### config.mk
export PLATFORM = sky130hd
export DESIGN_NAME = usb_tx_encoder
export DESIGN_NICKNAME = d
export VERILOG_FILES = /design/src/rtl/usb_tx_encoder.sv
export SDC_FILE = /design/constraint.sdc
export NUM_CORES = 1
export LEC_CHECK = 0
export BUFFER_PORTS_ARGS = -buffer_cell sky130_fd_sc_hd__clkbuf_2
export CORE_MARGIN = 1.5
export CORE_UTILIZATION = 58
export CTS_CLUSTER_SIZE = 30
export DETAILED_ROUTE_END_ITERATION = 10
export PLACE_DENSITY = 0.79
export SYNTH_ARGS = -nofsm -noshare
export SYNTH_HDL_FRONTEND = slang
export SYNTH_SLANG_ARGS = --single-unit
### constraint.sdc
create_clock -name clk -period 2.92 [get_ports clk]
set_input_delay 0.146 -clock clk [delete_from_list [all_inputs] [get_ports clk]]
set_output_delay 0.146 -clock clk [all_outputs]
set_load 0.05 [all_outputs]
### src/rtl/usb_tx_encoder.sv
// USB low-level transmitter: SYNC, NRZI-encoded bit-stuffed payload bytes, then SE0/J end-of-packet.
// Each byte is pulled through a one-cycle ready strobe; a missing byte ends the packet and flags an error.
module usb_tx_encoder #(
  parameter int CLKS_PER_BIT = 8
) (
  input  logic       clk,
  input  logic       n_rst,
  input  logic       tx_start,
  input  logic [7:0] tx_data,
  input  logic       tx_data_valid,
  input  logic       tx_last,
  output logic       tx_data_ready,
  output logic       d_plus,
  output logic       d_minus,
  output logic       tx_busy,
  output logic       tx_done,
  output logic       tx_error
);

  localparam int TW = (CLKS_PER_BIT > 2) ? $clog2(CLKS_PER_BIT) : 1;
  localparam logic [TW-1:0] T_LAST = TW'(CLKS_PER_BIT - 1);

  typedef enum logic [2:0] {IDLE, SYNC, DATA, EOP_SE0, EOP_J} state_t;

  state_t        state, state_n;
  logic [TW-1:0] timer, timer_n;
  logic [3:0]    cnt, cnt_n;
  logic [2:0]    ones, ones_n;
  logic [7:0]    shreg, shreg_n;
  logic          last_byte, last_byte_n;
  logic          err, err_n;
  logic          dp_n, dm_n;
  logic          boundary, emit, emit_bit, load, go_eop;

  assign tx_busy = (state != IDLE);

  always_comb begin
    state_n       = state;
    cnt_n         = cnt;
    ones_n        = ones;
    shreg_n       = shreg;
    last_byte_n   = last_byte;
    err_n         = err;
    dp_n          = d_plus;
    dm_n          = d_minus;
    emit          = 1'b0;
    emit_bit      = 1'b0;
    load          = 1'b0;
    go_eop        = 1'b0;
    tx_data_ready = 1'b0;
    tx_done       = 1'b0;
    tx_error      = 1'b0;
    boundary      = (state != IDLE) && (timer == T_LAST);
    timer_n       = ((state == IDLE) || boundary) ? '0 : timer + TW'(1);

    case (state)
      IDLE: begin
        // First sync bit is a raw 0, so the line leaves J for K on the sampling edge.
        if (tx_start) begin
          state_n = SYNC;
          cnt_n   = '0;
          ones_n  = '0;
          err_n   = 1'b0;
          dp_n    = 1'b0;
          dm_n    = 1'b1;
        end
      end
      SYNC: begin
        if (boundary) begin
          if (cnt == 4'd7) begin
            tx_data_ready = 1'b1;
            load          = 1'b1;
          end else begin
            cnt_n    = cnt + 4'd1;
            emit     = 1'b1;
            emit_bit = (cnt == 4'd6);
          end
        end
      end
      DATA: begin
        // cnt holds the number of bits of the current byte already on the wire.
        if (boundary) begin
          if (ones == 3'd6) begin
            emit = 1'b1;
          end else if (cnt == 4'd8) begin
            if (last_byte) begin
              go_eop = 1'b1;
            end else begin
              tx_data_ready = 1'b1;
              load          = 1'b1;
            end
          end else begin
            emit     = 1'b1;
            emit_bit = shreg[cnt[2:0]];
            cnt_n    = cnt + 4'd1;
          end
        end
      end
      EOP_SE0: begin
        if (boundary) begin
          if (cnt == 4'd1) begin
            state_n = EOP_J;
            dp_n    = 1'b1;
            dm_n    = 1'b0;
          end else begin
            cnt_n = cnt + 4'd1;
          end
        end
      end
      EOP_J: begin
        if (boundary) begin
          tx_done  = 1'b1;
          tx_error = err;
          state_n  = IDLE;
        end
      end
      default: state_n = IDLE;
    endcase

    if (load) begin
      if (tx_data_valid) begin
        shreg_n     = tx_data;
        last_byte_n = tx_last;
        state_n     = DATA;
        cnt_n       = 4'd1;
        emit        = 1'b1;
        emit_bit    = tx_data[0];
      end else begin
        err_n  = 1'b1;
        go_eop = 1'b1;
      end
    end

    if (go_eop) begin
      state_n = EOP_SE0;
      cnt_n   = '0;
      dp_n    = 1'b0;
      dm_n    = 1'b0;
    end

    // NRZI: a raw 0 flips J<->K, a raw 1 holds the line.
    if (emit) begin
      if (!emit_bit) begin
        dp_n = ~d_plus;
        dm_n = ~d_minus;
      end
      ones_n = emit_bit ? ones + 3'd1 : 3'd0;
    end
  end

  always_ff @(posedge clk or negedge n_rst) begin
    if (!n_rst) begin
      state     <= IDLE;
      timer     <= '0;
      cnt       <= '0;
      ones      <= '0;
      shreg     <= '0;
      last_byte <= 1'b0;
      err       <= 1'b0;
      d_plus    <= 1'b1;
      d_minus   <= 1'b0;
    end else begin
      state     <= state_n;
      timer     <= timer_n;
      cnt       <= cnt_n;
      ones      <= ones_n;
      shreg     <= shreg_n;
      last_byte <= last_byte_n;
      err       <= err_n;
      d_plus    <= dp_n;
      d_minus   <= dm_n;
    end
  end

endmodule

# [After elaboration in Yosys (flattened, before gate mapping)]
# Cells that the tools add are included.
[word_totals] ff_bits=25 in_bits=13 out_inout_bits=6
[classes] addsub=3 bitwise_logic=2 eq_ne=10 n_reduce_logical=9 magnitude_cmp=1 mux=79
[op_table] op="two-way mux 1 bit" count=48
[op_table] op="two-way mux 4 bit" count=11
[op_table] op="two-way mux 3 bit" count=12
[op_table] op="case mux 4 bit (4 select lines)" count=1
[op_table] op="case mux 3 bit (4 select lines)" count=1
[op_table] op="case mux 1 bit (2 select lines)" count=5
[op_table] op="equality test 3 bit (second input constant)" count=3
[op_table] op="equality test 4 x 3 -> 1 bit (second input constant)" count=2
[op_table] op="adder 3 x 1 -> 3 bit (second input constant)" count=2
[op_table] op="equality test 3 x 2 -> 1 bit (second input constant)" count=2
[op_table] op="adder 4 x 1 -> 4 bit (second input constant)" count=1
[op_table] op="equality test 4 x 1 -> 1 bit (second input constant)" count=1
[op_table] op="equality test 4 bit (second input constant)" count=1
[op_table] op="less-than comparator 3 x 4 -> 1 bit (second input constant)" count=1
[op_table] op="AND reduction 2 bit" count=2
[op_table] op="nonzero test 2 bit" count=2
[op_table] op="binary-select mux 1 bit (select 3 bit)" count=1
[op_table] op="equality test 3 x 1 -> 1 bit (second input constant)" count=1
[op_table] op="zero test 3 bit" count=1
[op_table] op="nonzero test 3 bit" count=1
[op_table] op="NOT 1 bit" count=2
[op_table] op="OR reduction 2 bit" count=1
[op_table] op="logical AND 1 bit" count=1
[op_table] op="logical OR 1 bit" count=1

# [Depth between registers and ports, before layout]
[depth] depth_word=10 depth_mapped=10 ltp_nobuf=8

# [Least setup slack after synthesis]
# Ideal clock, no wire load.
[synth_path] path_kind="flip-flop to flip-flop" from="register state[1]" to="register last_byte" n_path_buf=2 setup_ns=0.125 required_ns=2.795 t_arrival_ns=2.320 slack_ns=0.475 path_stages_with_launch=9 period_less_slack_ns=2.445 path_cell_list="dfrtp_1 -> buf_4 -> or3b_4 -> nor4_4 -> nor2_1 -> nor2_2 -> nand2_1 -> buf_6 -> mux2_4"
[synth_between] elab_chain_cells=5 elab_cells_between_ends=8 cone_classes="2 x eq/ne; 3 x mux; 3 x reduce/logical"
[synth_lines] element="start, declared" line_no="25" source="state_t state, state_n;"
[synth_lines] element="start signal, assigned" line_no="163" source="state <= state_n;"
[synth_lines] element="nonzero test 3 bit" line_no="53" source="boundary = (state != IDLE) && (timer == T_LAST);"
[synth_lines] element="logical AND 1 bit" line_no="53"
[synth_lines] element="two-way mux 1 bit (on tied branches)"
[synth_lines] element="case mux 1 bit (2 select lines) (*)"
[synth_lines] element="via tx_data_ready" line_no="12" source="output logic tx_data_ready,"
[synth_lines] element="AND reduction 2 bit (no source line) (*)"
[synth_lines] element="end signal, assigned" line_no="168" source="last_byte <= last_byte_n;"
[synth_lines] element="end, declared" line_no="30" source="logic last_byte, last_byte_n;"
# The timed path passes the listed nets; every way through them passes the cells marked *.
# A chain may end at the register's enable or synchronous reset.

# [Worst setup path in the final report]
[layout_path] from="register state[0]" to="register shreg[5]"
[layout_between] elab_chain_cells=5 elab_cells_between_ends=8 cone_classes="2 x eq/ne; 3 x mux; 3 x reduce/logical"
[layout_lines] element="nonzero test 3 bit" line_no="53"
[layout_lines] element="logical AND 1 bit" line_no="53"
[layout_lines] element="two-way mux 1 bit (on tied branches)" line_no="82, 69"
[layout_lines] element="case mux 1 bit (2 select lines) (*)" line_no="56" source="case (state)"
[layout_lines] element="AND reduction 2 bit (no source line) (*)"
[layout_lines] element="end signal, assigned" line_no="167" source="shreg <= shreg_n;"
[layout_lines] element="end, declared" line_no="29" source="logic [7:0] shreg, shreg_n;"
# Every way passes the cells marked *; elsewhere a longest branch is shown, timed or not.

==> impl_metrics.csv <==
group,metric,value,unit
sta,relSlewSlack,0.5911,
sta,timing.final.crit_share,0.8691,
power,pwr-share-clk,0.112,
yosys,synth_edf_count,0,
sta,final.min_clock_period,2538,ps
grt,first_global_vias,1259,
sta,max_freq,0.3940,GHz
routing,detail-route-antenna-nets,0,
sta,worstMarginPinSlew,613.3,ps
yosys,async_reset_ff_frac,1.000,
critical_path,ff2ff_setup_slack,380,ps
sta,setup_violations,0,
power,p_per_area,779.3,nW/um^2
power,p_int,0.0008131,W
place,placement.cell_area,1772,sq um
sta,hold_viol,0,
layout,syn_to_final_growth,7.755,%
clocking,cts_tree,"yes",
yosys,avgSynthCellArea,9.755,sq um
layout,final_nets,210,
yosys,synth_nets,193,
sta,whs,33.62,ps
yosys,synthesis.area,1678,sq um
power,p_leak,0.8570,nW
yosys,ys.flop_type,"dfrtp_1",
clocking,cts_buffer_depth,2,
grt,grt_antenna_before_repair,0,
flow_run,drv_cap,0,
routing,drc,0,
floorplanning,dieArea,3225,sq um
power,power_switching,0.0005958,W
run_status,status,"complete, no violations",
yosys,ys_seq_area_frac,0.3736,
routing,wl_per_cell,16.21,microns
yosys,ys_warn_count,0,
grt,grt_max_degree,26,
hold_path,hold_class,"in2reg",
grt,globalRouteTotalUtil,0.2386,
layout,stdcell_area,1808,sq um
critical_path,crit_type,"reg2reg",
clocking,cts_buffers,3,
routing,drtIter0Drc,73,
yosys,synth_top_area_frac,0.3579,
clocking,cts_setup_buffers,0,
routing,dr.pass1.iters,4,
power,comb_power_share,0.472,
yosys,syn_inst,172,
critical_path,crit_path_start_kind,"flip-flop",
floorplanning,io-pin-count,19,
power,power_frac_seq,0.415,
clocking,htreeDepth,1,
grt,grt_first_pass_wirelength,6003,microns
place,post-dp-hpwl,2698,microns
layout,diodes,0,
floorplanning,die_x,56.79,microns
clocking,numClockSinks,25,
sta,tns,0,ps
yosys,synth_most_common_cell,"dfrtp_1",
power,ir_worst_vdd,0.0005851,V
yosys,yosysTopAreaCell,"dfrtp_1",
critical_path,crit_fanout,13,
layout,fin_util,0.6556,
floorplanning,initial_core_util,0.6084,
routing,viasPerCell,6.068,
critical_path,cp.arrival,2770,ps
layout,drive_gt1_frac,0.2394,
layout,fillCellCount,229,
routing,num_vias,1329,
yosys,synth_area_leaders,"dfrtp_1, mux2_4, ha_1",
sta,fin_skew,7.922,ps
floorplanning,rows,19,
yosys,ys_ff_latch,25,
floorplanning,dieHeight,56.79,microns
grt,overflow,0,
clocking,clk_latency,330,ps
critical_path,required,3150,ps
yosys,synth_cell_types,50,
sta,slew_violations,0,
clocking,clock-root-buffer,"clkbuf_4",
yosys,synth_commonest_cells,"dfrtp_1, nand2_1, nor2_1",
floorplanning,core,2758,sq um
place,io_buffers,18,
power,switching_share,0.4229,
critical_path,endpoint_kind,"flip-flop",
sta,rsz0062_at_grt,"false",
routing,finalWirelength,3550,microns
place,gp_congestion,0.8426,
clocking,cts.reportedPaths.clkPinSlew,140,ps
-- per-layer routing --
| metal | routed length [microns] | global-route usage | vias up |
|---|---|---|---|
| met5 | 0 | 0 | - |
| met4 | 50 | 0.05648 | 0 |
| met3 | 196 | 0.05069 | 6 |
| met2 | 1684 | 0.3671 | 46 |
| met1 | 1619 | 0.3462 | 629 |
| li1 | - | - | 648 |
-- critical path, stage by stage, from the launching register on --
cell,delay [ps]
dfrtp_1,550
or3b_4,480
nor4_4,300
nor2_1,110
nor2_2,170
nand2_1,390
mux2_4,430
-- state kept, by name (all words and copies together) (netlist names) --
| name | count |
|---|---|
| last_byte | 1 |
| cnt | 4 |
| shreg | 8 |
| d_plus | 1 |
| err | 1 |
| d_minus | 1 |
| state | 3 |
| timer | 3 |
| ones | 3 |
-- metrics by stage --
| stage | setup slack [ps] | power (W) | std cells |
|---|---|---|---|
| after floorplan | 474.8 | 0.001095 | 172 |
| after global placement | 568.5 | 0.001217 | 214 |
| after detailed placement | 451.9 | 0.001251 | 214 |
| after CTS | 426.4 | 0.001414 | 219 |
| after global routing | 254.0 | 0.001517 | 219 |
| final | 382.2 | 0.001409 | 219 |
-- timing repair --
| action | in CTS | in global routing |
|---|---|---|
| hold buffers | 1 | 0 |
| endpoints found under the hold margin | 24 | 0 |
| resized for setup | 0 | 0 |
-- final cells by class --
class                      count  area (sq um)  area share
clock buffer                   4         26.28     0.01453
multi-input combinational    131         970.9      0.5370
tap                           31         38.79     0.02145
sequential                    25         626.9      0.3467
inverter                       6         22.52     0.01246
timing repair buffer          22         122.6     0.06782
-- final timing paths --
path,startpoint,to,cells after the start
worst max-delay path,state[0],shreg[5],6
worst min-delay path,tx_data[1],shreg[1],2
worst max register to register,state[0],shreg[5],6
worst min register to register,timer[0],timer[0],1
max in group asynchronous,n_rst,state[2],2
min in group asynchronous,n_rst,cnt[3],2
-- layout by cell type, fill, tap and decap left out, types with 2 or more instances in the layout --
cell       count
dfrtp_1       24
clkbuf_2      18
nand2_1       14
nor2_1        14
a21oi_1        8
mux2_4         8
ha_1           8
nor2b_1        7
inv_1          6
o21ai_0        6
mux2i_1        6
nor3_1         5
nor3b_1        4
a21o_1         4
and3_1         3
nand3b_1       3
a211oi_1       3
nand4_1        3
clkbuf_4       3
buf_4          3
and2_1         2
nand2b_1       2
or2_2          2
a2bb2oi_1      2
o211ai_1       2
a22oi_1        2
mux2_2         2
-- power by group through the flow --
stage,Sequential [W],Clock (W),Combinational (W)
5_1_grt,0.000603,0.000179,0.000735
3_5_place_dp,0.000591,0,0.000660
3_3_place_gp,0.000582,0,0.000635
4_1_cts,0.000584,0.000165,0.000665
6_report,0.000585,0.000158,0.000665
2_1_floorplan,0.000568,0,0.000527
-- logic make-up after synthesis --
family,synth area share
AND/OR/NAND/NOR,0.2334
AO/OA/AOI/OAI,0.1544
flip-flops,0.3736
buffers and inverters,0.04772
multiplexers,0.1208
adder cells (fa/ha/maj),0.05966
XOR/XNOR,0.01044
Note: power is estimated with default switching activity, not from simulation.
